<file path="src/rtl/load_store_unit_if.sv">
// Pipeline-side and bus-side signals of the load/store unit in one bundle.
// The slave modport is the LSU's view; master is the surrounding pipeline and memory.
interface load_store_unit_if #(
    parameter int ADDR_W = 32
);
    logic              in_valid;
    logic              in_ready;
    logic [31:0]       in_pc;
    logic [31:0]       in_ir;
    logic [31:0]       in_alu;
    logic [31:0]       in_rs2;

    logic              mem_req;
    logic              mem_we;
    logic [ADDR_W-1:0] mem_addr;
    logic [3:0]        mem_be;
    logic [31:0]       mem_wdata;
    logic [31:0]       mem_rdata;
    logic              mem_ack;

    logic              out_valid;
    logic              out_ready;
    logic [31:0]       out_pc;
    logic [31:0]       out_ir;
    logic [31:0]       out_wb_data;
    logic              out_wb_en;
    logic [4:0]        out_rd;
    logic [1:0]        out_exc;

    modport slave (
        input  in_valid, in_pc, in_ir, in_alu, in_rs2,
        input  mem_rdata, mem_ack, out_ready,
        output in_ready,
        output mem_req, mem_we, mem_addr, mem_be, mem_wdata,
        output out_valid, out_pc, out_ir, out_wb_data, out_wb_en, out_rd, out_exc
    );

    modport master (
        output in_valid, in_pc, in_ir, in_alu, in_rs2,
        output mem_rdata, mem_ack, out_ready,
        input  in_ready,
        input  mem_req, mem_we, mem_addr, mem_be, mem_wdata,
        input  out_valid, out_pc, out_ir, out_wb_data, out_wb_en, out_rd, out_exc
    );
endinterface

</file>
<file path="src/rtl/load_store_unit.sv">
// MEM stage: issues one aligned bus access per load/store, formats load data,
// and hands a registered result to writeback with an exception code.
//
// state | meaning
// IDLE  | ready to accept the next instruction from EX
// WAIT  | bus request outstanding, counting cycles until ack or timeout
// RESP  | result held on out_* until writeback takes it
module load_store_unit #(
    parameter int ADDR_W  = 32,
    parameter int TIMEOUT = 16
) (
    input logic              clk,
    input logic              rst,
    load_store_unit_if.slave bus
);
    localparam int CNT_W    = (TIMEOUT < 2) ? 1 : $clog2(TIMEOUT);
    localparam int TMO_LAST = (TIMEOUT == 0) ? 0 : TIMEOUT - 1;

    localparam logic [6:0] OP_LOAD  = 7'b0000011;
    localparam logic [6:0] OP_STORE = 7'b0100011;
    localparam logic [6:0] OP_LUI   = 7'b0110111;
    localparam logic [6:0] OP_AUIPC = 7'b0010111;
    localparam logic [6:0] OP_JAL   = 7'b1101111;
    localparam logic [6:0] OP_JALR  = 7'b1100111;

    typedef enum logic [1:0] {
        IDLE = 2'd0,
        WAIT = 2'd1,
        RESP = 2'd2
    } state_t;

    state_t state_q, state_d;

    logic [CNT_W-1:0]  cnt_q;
    logic [ADDR_W-1:0] addr_q;
    logic [3:0]        be_q;
    logic [31:0]       wdata_q;
    logic              we_q;
    logic              ld_q;
    logic [2:0]        f3_q;
    logic [1:0]        ofs_q;
    logic [31:0]       pc_q, ir_q, wb_data_q;
    logic              wb_en_q;
    logic [4:0]        rd_q;
    logic [1:0]        exc_q;

    logic [6:0]  opcode;
    logic [2:0]  f3;
    logic [4:0]  rd;
    logic        is_load, is_store, is_pass, f3_ok, misal, go_mem;
    logic [1:0]  acc_exc;
    logic [3:0]  be_d;
    logic [31:0] wdata_d;
    logic [31:0] rd_shift, ld_val;
    logic        timeout_hit;

    always_comb begin
        opcode   = bus.in_ir[6:0];
        f3       = bus.in_ir[14:12];
        rd       = bus.in_ir[11:7];
        is_load  = (opcode == OP_LOAD);
        is_store = (opcode == OP_STORE);
        is_pass  = (opcode == OP_LUI) || (opcode == OP_AUIPC) ||
                   (opcode == OP_JAL) || (opcode == OP_JALR);
        f3_ok    = 1'b0;
        if (is_load)
            f3_ok = (f3 == 3'b000) || (f3 == 3'b001) || (f3 == 3'b010) ||
                    (f3 == 3'b100) || (f3 == 3'b101);
        else if (is_store)
            f3_ok = (f3 == 3'b000) || (f3 == 3'b001) || (f3 == 3'b010);
        misal = ((f3[1:0] == 2'b01) && bus.in_alu[0]) ||
                ((f3[1:0] == 2'b10) && (bus.in_alu[1:0] != 2'b00));
        acc_exc = 2'b00;
        if (is_load || is_store) begin
            if (!f3_ok)
                acc_exc = 2'b11;
            else if (misal)
                acc_exc = 2'b01;
        end
        go_mem = (is_load || is_store) && f3_ok && !misal;

        // Lanes only matter for stores; loads always read the full word.
        be_d    = 4'b1111;
        wdata_d = bus.in_rs2;
        if (is_store) begin
            case (f3[1:0])
                2'b00: begin
                    be_d    = 4'b0001 << bus.in_alu[1:0];
                    wdata_d = {4{bus.in_rs2[7:0]}};
                end
                2'b01: begin
                    be_d    = 4'b0011 << bus.in_alu[1:0];
                    wdata_d = {2{bus.in_rs2[15:0]}};
                end
                default: begin
                    be_d    = 4'b1111;
                    wdata_d = bus.in_rs2;
                end
            endcase
        end
    end

    always_comb begin
        rd_shift = bus.mem_rdata >> {ofs_q, 3'b000};
        case (f3_q)
            3'b000:  ld_val = {{24{rd_shift[7]}}, rd_shift[7:0]};
            3'b001:  ld_val = {{16{rd_shift[15]}}, rd_shift[15:0]};
            3'b100:  ld_val = {24'd0, rd_shift[7:0]};
            3'b101:  ld_val = {16'd0, rd_shift[15:0]};
            default: ld_val = rd_shift;
        endcase
    end

    assign timeout_hit = (TIMEOUT != 0) && (cnt_q == CNT_W'(TMO_LAST));

    always_ff @(posedge clk) begin
        if (rst)
            state_q <= IDLE;
        else
            state_q <= state_d;
    end

    always_comb begin
        state_d = state_q;
        case (state_q)
            IDLE: if (bus.in_valid) state_d = go_mem ? WAIT : RESP;
            WAIT: if (bus.mem_ack || timeout_hit) state_d = RESP;
            RESP: if (bus.out_ready) state_d = IDLE;
            default: state_d = IDLE;
        endcase
    end

    always_ff @(posedge clk) begin
        if (rst) begin
            cnt_q     <= '0;
            addr_q    <= '0;
            be_q      <= '0;
            wdata_q   <= '0;
            we_q      <= 1'b0;
            ld_q      <= 1'b0;
            f3_q      <= '0;
            ofs_q     <= '0;
            pc_q      <= '0;
            ir_q      <= '0;
            wb_data_q <= '0;
            wb_en_q   <= 1'b0;
            rd_q      <= '0;
            exc_q     <= '0;
        end else begin
            case (state_q)
                IDLE: if (bus.in_valid) begin
                    pc_q      <= bus.in_pc;
                    ir_q      <= bus.in_ir;
                    rd_q      <= rd;
                    exc_q     <= acc_exc;
                    wb_en_q   <= is_pass && (rd != 5'd0);
                    wb_data_q <= is_pass ? bus.in_alu : 32'd0;
                    addr_q    <= bus.in_alu[ADDR_W-1:0] & ~ADDR_W'(3);
                    be_q      <= be_d;
                    wdata_q   <= wdata_d;
                    we_q      <= is_store;
                    ld_q      <= is_load;
                    f3_q      <= f3;
                    ofs_q     <= bus.in_alu[1:0];
                    cnt_q     <= '0;
                end
                WAIT: begin
                    if (bus.mem_ack) begin
                        wb_en_q   <= ld_q && (rd_q != 5'd0);
                        wb_data_q <= ld_q ? ld_val : 32'd0;
                    end else if (timeout_hit) begin
                        exc_q   <= 2'b10;
                        wb_en_q <= 1'b0;
                    end else begin
                        cnt_q <= cnt_q + 1'b1;
                    end
                end
                default: ;
            endcase
        end
    end

    // Request, strobe and enables exist only while the access is outstanding.
    assign bus.in_ready    = (state_q == IDLE);
    assign bus.mem_req     = (state_q == WAIT);
    assign bus.mem_we      = (state_q == WAIT) && we_q;
    assign bus.mem_be      = (state_q == WAIT) ? be_q : 4'b0000;
    assign bus.mem_addr    = addr_q;
    assign bus.mem_wdata   = wdata_q;
    assign bus.out_valid   = (state_q == RESP);
    assign bus.out_pc      = pc_q;
    assign bus.out_ir      = ir_q;
    assign bus.out_wb_data = wb_data_q;
    assign bus.out_wb_en   = wb_en_q;
    assign bus.out_rd      = rd_q;
    assign bus.out_exc     = exc_q;
endmodule

</file>
<file path="src/flat_wrapper.sv">
// flat-port wrapper written by rule: the top's interface ports become plain ports
module load_store_unit_flat 
#(
    parameter int ADDR_W  = 32,
    parameter int TIMEOUT = 16
)
  (clk, rst, bus_in_valid, bus_in_pc, bus_in_ir, bus_in_alu, bus_in_rs2, bus_mem_rdata, bus_mem_ack, bus_out_ready, bus_in_ready, bus_mem_req, bus_mem_we, bus_mem_addr, bus_mem_be, bus_mem_wdata, bus_out_valid, bus_out_pc, bus_out_ir, bus_out_wb_data, bus_out_wb_en, bus_out_rd, bus_out_exc);
  load_store_unit_if #(.ADDR_W(ADDR_W)) bus_i ();
  input logic clk;
  input logic rst;
  input wire logic [$bits(bus_i.in_valid)-1:0] bus_in_valid;
  input wire logic [$bits(bus_i.in_pc)-1:0] bus_in_pc;
  input wire logic [$bits(bus_i.in_ir)-1:0] bus_in_ir;
  input wire logic [$bits(bus_i.in_alu)-1:0] bus_in_alu;
  input wire logic [$bits(bus_i.in_rs2)-1:0] bus_in_rs2;
  input wire logic [$bits(bus_i.mem_rdata)-1:0] bus_mem_rdata;
  input wire logic [$bits(bus_i.mem_ack)-1:0] bus_mem_ack;
  input wire logic [$bits(bus_i.out_ready)-1:0] bus_out_ready;
  output wire logic [$bits(bus_i.in_ready)-1:0] bus_in_ready;
  output wire logic [$bits(bus_i.mem_req)-1:0] bus_mem_req;
  output wire logic [$bits(bus_i.mem_we)-1:0] bus_mem_we;
  output wire logic [$bits(bus_i.mem_addr)-1:0] bus_mem_addr;
  output wire logic [$bits(bus_i.mem_be)-1:0] bus_mem_be;
  output wire logic [$bits(bus_i.mem_wdata)-1:0] bus_mem_wdata;
  output wire logic [$bits(bus_i.out_valid)-1:0] bus_out_valid;
  output wire logic [$bits(bus_i.out_pc)-1:0] bus_out_pc;
  output wire logic [$bits(bus_i.out_ir)-1:0] bus_out_ir;
  output wire logic [$bits(bus_i.out_wb_data)-1:0] bus_out_wb_data;
  output wire logic [$bits(bus_i.out_wb_en)-1:0] bus_out_wb_en;
  output wire logic [$bits(bus_i.out_rd)-1:0] bus_out_rd;
  output wire logic [$bits(bus_i.out_exc)-1:0] bus_out_exc;
  assign bus_i.in_valid = bus_in_valid;
  assign bus_i.in_pc = bus_in_pc;
  assign bus_i.in_ir = bus_in_ir;
  assign bus_i.in_alu = bus_in_alu;
  assign bus_i.in_rs2 = bus_in_rs2;
  assign bus_i.mem_rdata = bus_mem_rdata;
  assign bus_i.mem_ack = bus_mem_ack;
  assign bus_i.out_ready = bus_out_ready;
  assign bus_in_ready = bus_i.in_ready;
  assign bus_mem_req = bus_i.mem_req;
  assign bus_mem_we = bus_i.mem_we;
  assign bus_mem_addr = bus_i.mem_addr;
  assign bus_mem_be = bus_i.mem_be;
  assign bus_mem_wdata = bus_i.mem_wdata;
  assign bus_out_valid = bus_i.out_valid;
  assign bus_out_pc = bus_i.out_pc;
  assign bus_out_ir = bus_i.out_ir;
  assign bus_out_wb_data = bus_i.out_wb_data;
  assign bus_out_wb_en = bus_i.out_wb_en;
  assign bus_out_rd = bus_i.out_rd;
  assign bus_out_exc = bus_i.out_exc;
  load_store_unit #(.ADDR_W(ADDR_W), .TIMEOUT(TIMEOUT)) u_core (.clk(clk), .rst(rst), .bus(bus_i));
endmodule
</file>
<file path="config.mk">
export PLATFORM = sky130hd
export DESIGN_NAME = load_store_unit_flat
export DESIGN_NICKNAME = d
export VERILOG_FILES = /design/src/rtl/load_store_unit_if.sv /design/src/rtl/load_store_unit.sv /design/src/flat_wrapper.sv
export SDC_FILE = /design/constraint.sdc
export NUM_CORES = 1
export LEC_CHECK = 0
export BUFFER_PORTS_ARGS = -buffer_cell sky130_fd_sc_hd__clkbuf_2
export CAP_MARGIN = 20
export CORE_ASPECT_RATIO = 0.8
export CORE_MARGIN = 1
export CORE_UTILIZATION = 40
export DETAILED_ROUTE_END_ITERATION = 7
export PLACE_DENSITY = 0.72
export SLEW_MARGIN = 30
export SYNTH_ARGS = -nofsm -noshare
export SYNTH_HDL_FRONTEND = slang
export SYNTH_SLANG_ARGS = --single-unit
export TNS_END_PERCENT = 100
</file>
<file path="constraint.sdc">
create_clock -name clk -period 2 [get_ports clk]
set_input_delay 0 -clock clk [delete_from_list [all_inputs] [get_ports clk]]
set_output_delay 0 -clock clk [all_outputs]
set_load 0.005 [all_outputs]
</file>
* Word-level counts from Yosys, hierarchy flattened *
Index checks and enable logic that the tools add are counted.

storage, ports and cells
  bits in registers = 183
  input port bits = 165
  output and inout bits = 176
  word-level logic and storage cells = 110

operators by class
  add/subtract/negate cells = 1
  equality and inequality tests = 26
  shift-type cells = 3
  multiplexer cells = 33
  reduce and logical (&&, ||, !) cells = 32

operators with widths
  kind                                                              number
  32-bit 2-to-1 mux                                                 5
  32-bit one-hot mux with 2 select lines                            2
  32-bit one-hot mux with 4 select lines                            1
  32-bit by 5-bit >> shifter with 32-bit output                     1
  4-bit 2-to-1 mux                                                  5
  2-bit 2-to-1 mux                                                  9
  4-bit one-hot mux with 2 select lines                             2
  7-bit by 6-bit == test with 1-bit output (second input constant)  2
  7-bit == test (second input constant)                             2
  3-bit == test (second input constant)                             4
  1-bit logical OR                                                  10
  2-bit != test (second input constant)                             5
  5-bit nonzero test                                                2
  3-bit AND reduction                                               3
  4-bit AND reduction                                               2
  7-bit by 2-bit == test with 1-bit output (second input constant)  1
  7-bit by 5-bit == test with 1-bit output (second input constant)  1
  1-bit logical AND                                                 7
  3-bit by 1-bit == test with 1-bit output (second input constant)  2
  3-bit logical NOT                                                 2
  1-bit 2-to-1 mux                                                  6
  2-bit one-hot mux with 3 select lines                             1
  4-bit by 1-bit adder with 4-bit output (second input constant)    1
  2-bit by 1-bit == test with 1-bit output (second input constant)  2
  other kinds (13)                                                  17

* Longest topological paths before layout *
  word-level depth = 11
  gate-level depth with buffers = 7

* Worst setup path before layout *
No wires, ideal clock.

  kind = register to register
  from = register u_core.ofs_q[1]
  to = register u_core.wb_data_q[20] (netlist: u_core.bus.out_wb_data[20])
  setup time = 0.134 ns
  arrival time = 1.678 ns
  data required time = 1.866 ns
  slack = 0.188 ns
  cell stages (with the launch flop) = 7
  path buffers = 2
  clock period less this slack = 1.812 ns
  path through = dfxtp_1 > buf_6 > mux4_2 > or2_1 > a31oi_4 > buf_6 > a211oi_1

between the ends
  cells in the longest elaborated chain, start to end = 5

ends and longest elaborated chain
  item                                           RTL line                source
  start: declaration                             load_store_unit.sv:41   logic [1:0] ofs_q;
  start signal: assignment                       load_store_unit.sv:164  ofs_q <= bus.in_alu[1:0];
  32-bit by 5-bit >> shifter with 32-bit output  load_store_unit.sv:104  rd_shift = bus.mem_rdata >> {ofs_q, 3'b000};
  32-bit one-hot mux with 4 select lines         load_store_unit.sv:105  case (f3_q)
  32-bit 2-to-1 mux                              load_store_unit.sv:170  wb_data_q <= ld_q ? ld_val : 32'd0;
  32-bit 2-to-1 mux                              load_store_unit.sv:168  if (bus.mem_ack) begin
  32-bit one-hot mux with 2 select lines         load_store_unit.sv:150  case (state_q)
  end signal: assignment                         load_store_unit.sv:157  wb_data_q <= is_pass ? bus.in_alu : 32'd0;
  end signal: assignment                         load_store_unit.sv:170
  end: declaration                               load_store_unit.sv:42   logic [31:0] pc_q, ir_q, wb_data_q;

Every way passes these cells. The select of a mux whose other input is x is not followed.
A chain may end at the register's enable or synchronous reset.

* Worst setup path after layout *
  from = input port bus_in_ir[3]
  to = register u_core.wdata_q[18] (netlist: u_core.bus.mem_wdata[18])

between the ends
  cells in the longest elaborated chain, start to end = 2

ends and longest elaborated chain
  item                                      RTL line                source
  start: declaration                        flat_wrapper.sv:13      input wire logic [$bits(bus_i.in_ir)-1:0] bus_in_ir;
  7-bit by 6-bit == test with 1-bit output  load_store_unit.sv:62   is_store = (opcode == OP_STORE);
  32-bit 2-to-1 mux                         load_store_unit.sv:85   if (is_store) begin
  end signal: assignment                    load_store_unit.sv:160  wdata_q <= wdata_d;
  end: declaration                          load_store_unit.sv:37   logic [31:0] wdata_q;

Every way passes these cells.

==> impl_metrics.py <==
metrics = {
    "detailed_routing": {
        "drc": 0,
        "postRouteAntennaNets": 0,
        "wl_per_cell_microns": 16.8,
        "vias": 8540,
        "wirelength_microns": 27100,
        "via_per_inst": 5.30,
        "drtIter0Drc": 674,
        "drt_first_pass_iters": 5,
    },
    "critical_path": {
        "end_kind": "register",
        "start_kind": "primary input",
        "critPathMaxFanout": 27,
        "reg2reg_slack_ns": 0.19,
        "required_ns": 2.33,
        "r2r-end": "u_core.bus.mem_wdata[26]$_SDFFE_PP0P_",
        "worstSetupEndpoint": "u_core.bus.mem_wdata[18]$_SDFFE_PP0P_",
        "worst_ep_arrival_time_ns": 2.14,
        "r2r.worst_path.cells": 3,
        "critical_path.startpoint": "bus_in_ir[3]",
        "r2r-start": "u_core.state_q[0]$_SDFFE_PP0P_",
        "path_class": "in -> reg",
    },
    "synthesis": {
        "synthArstFlopShare_pct": 0,
        "synthCells": 913,
        "avgSynthCellArea_sq_um": 8.31,
        "synth_edf_count": 0,
        "synthFlopType": "dfxtp_1",
        "synth-seq-cells": 175,
        "syn_area_sq_um": 7580,
        "synth_seq_area_share_pct": 46.2,
        "yosysWarnings": 0,
        "synth_cell_type_count": 49,
    },
    "hold_path": {
        "min_path_type": "in -> reg",
    },
    "global_routing": {
        "antenna_found_initial": 0,
        "grt_pass1_vias": 8153,
        "grt_usage_pct": 27.1,
        "grt_max_degree": 101,
        "grt_overflow": 0,
        "grt_pass1_wl_microns": 41900,
    },
    "timing": {
        "rsz0062_at_grt": "no",
        "min_period_ns": 1.81,
        "maxSlewHeadroom_pct": 54.8,
        "finClkSkew_ns": 0.0108,
        "fmax_mhz": 552,
        "setup_ws_ns": 0.188,
        "tightest_slew_ns": 0.678,
        "hold_viol": 0,
        "drv_slew": 0,
        "whs_ns": 0.0227,
        "final.setup.tns_ns": 0,
        "fin_crit_sh_pct": 90.6,
        "setup_viol": 0,
    },
    "power": {
        "combPwrFrac_pct": 17.1,
        "p_switching_mw": 2.44,
        "clockPowerShare_pct": 39.1,
        "pwr_density_cell_nw_per_um2": 764,
        "vdd_ir_drop_max_mv": 0.482,
        "seqPwrFrac_pct": 43.8,
        "power_mw": 8.75,
        "switching_share_pct": 27.9,
        "p_int_mw": 6.30,
        "power.leakage_nw": 5.09,
    },
    "placed_design": {
        "gp_congestion": 0.857,
        "io_buffers": 338,
        "dp_hpwl_microns": 17600,
        "dp_slack_ns": 0.206,
    },
    "clocking": {
        "h-tree-depth": 4,
        "cts_made_buffers": 17,
        "cts_sinks": 175,
        "clockBufferDepth": 2,
        "cts_tree": "yes",
        "cts-root-buf": "clkbuf_16",
        "clk_latency_ns": 0.43,
        "path_clk_slew_ns": 0.07,
    },
    "layout": {
        "post-route-util_pct": 62.4,
        "layout.nets": 1512,
        "layout_common_cells": "clkbuf_2 (337), nand2_1 (213), dfxtp_1 (175)",
        "drive_gt1_share_pct": 30.5,
        "final_common_cell": "clkbuf_2",
        "n_antenna_cell": 0,
        "layout-area-overhead-vs-synth_pct": 50.9,
    },
    "floorplanning": {
        "core_sq_um": 18300,
        "die_area_sq_um": 19500,
        "ios": 341,
        "die_y_microns": 125,
        "num_rows": 44,
        "start_util_pct": 41.4,
        "die_w_microns": 156,
    },
    "outcome": {
        "status": "complete, no violations",
    },
    "flow_run": {
        "maxCapViolCount": 0,
    },
}
[state kept, by name (all words and copies together), names as in the netlist, 2 cells and up]
register	count
u_core.bus.mem_addr	30
u_core.be_q	4
u_core.bus.out_wb_data	32
u_core.bus.out_ir	32
u_core.bus.out_exc	2
u_core.cnt_q	4
u_core.state_q	2
u_core.ofs_q	2
u_core.bus.out_pc	32
u_core.bus.mem_wdata	32
[power groups by stage]
stage                     clock, mW  combinational (mW)  sequential [mW]
after floorplan                   0               0.631             3.91
after CTS                      3.47                1.47             3.82
after global routing           3.61                1.63             3.85
after global placement            0                1.24             3.90
final                          3.42                1.50             3.83
after detailed placement          0                1.25             3.90
[metrics by stage]
stage / cell area (sq um) / instances
final: 11400 / 1612
after floorplan: 7590 / 914
after CTS: 11400 / 1612
after detailed placement: 9480 / 1444
after global placement: 9480 / 1444
after global routing: 11400 / 1612
[cell usage after synthesis, drive strengths merged, types with 16 or more instances]
library cell | number | share of area, %
mux2i | 41 | 5.4
nand3b | 26 | 2.6
a211oi | 36 | 3.6
clkbuf | 59 | 2.9
nor3 | 17 | 1.1
nand3 | 29 | 1.9
nor2 | 51 | 2.5
dfxtp | 175 | 46
a21oi | 118 | 7.8
a22oi | 17 | 1.7
nand4b | 16 | 1.8
nand2 | 213 | 11
buf | 27 | 2.3
[area by class of cell]
type / count / area [sq um]
fill: 1535 / 6890
multi-input combinational: 649 / 3690
inverter: 4 / 15.0
clock buffer: 18 / 429
clock inverter: 14 / 173
tap: 253 / 317
sequential: 175 / 3500
timing repair buffer: 499 / 3320
[cells by family (layout without fill, tap and decap cells)]
kind of cell | Yosys count | in the layout | synth area share (%)
simple gates | 391 | 391 | 24.4
compound gates | 202 | 202 | 16.5
flops | 175 | 175 | 46.2
buf+inv | 90 | 535 | 5.46
mux | 50 | 50 | 6.90
xor+xnor | 3 | 3 | 0.347
fa+ha+maj | 1 | 1 | 0.165
other cells | 1 | 2 | 0.0494
[repair_timing]
item,CTS,global route
endpoints found under the hold margin,163,0
gates resized for setup,0,0
hold buffers,136,0
setup buffers,0,0
[critical path, cell delays in order]
cell and delay (ns):
dlygate4sd3_1 0.57, clkbuf_2 0.16, nor4_2 0.35, nand4_1 0.16, buf_4 0.26, buf_4 0.23
mux2i_1 0.15, a211oi_1 0.26
[how the worst min path moves through the flow]
stage | from | to | depth (start not counted)
CTS | bus_mem_ack | u_core.bus.out_wb_en$_SDFFE_PP0P_ | 4
global placement | bus_in_pc[1] | u_core.bus.out_pc[1]$_SDFFE_PP0P_ | 3
floorplan | bus_in_alu[10] | u_core.bus.mem_addr[10]$_SDFFE_PP0P_ | 2
global route | bus_mem_ack | u_core.bus.out_wb_en$_SDFFE_PP0P_ | 4
detailed placement | bus_in_ir[22] | u_core.bus.out_ir[22]$_SDFFE_PP0P_ | 3
finish | bus_mem_ack | u_core.bus.out_wb_en$_SDFFE_PP0P_ | 4
[routing by layer]
metal	routed length (microns)	up-vias	track usage, %
met2	12800	427	45.3
met5	0	-	0
li1	-	4047	-
met1	11400	4003	34.1
met3	2160	63	6.34
met4	703	0	9.28
No activity file was read; power rests on OpenSTA's default activity.
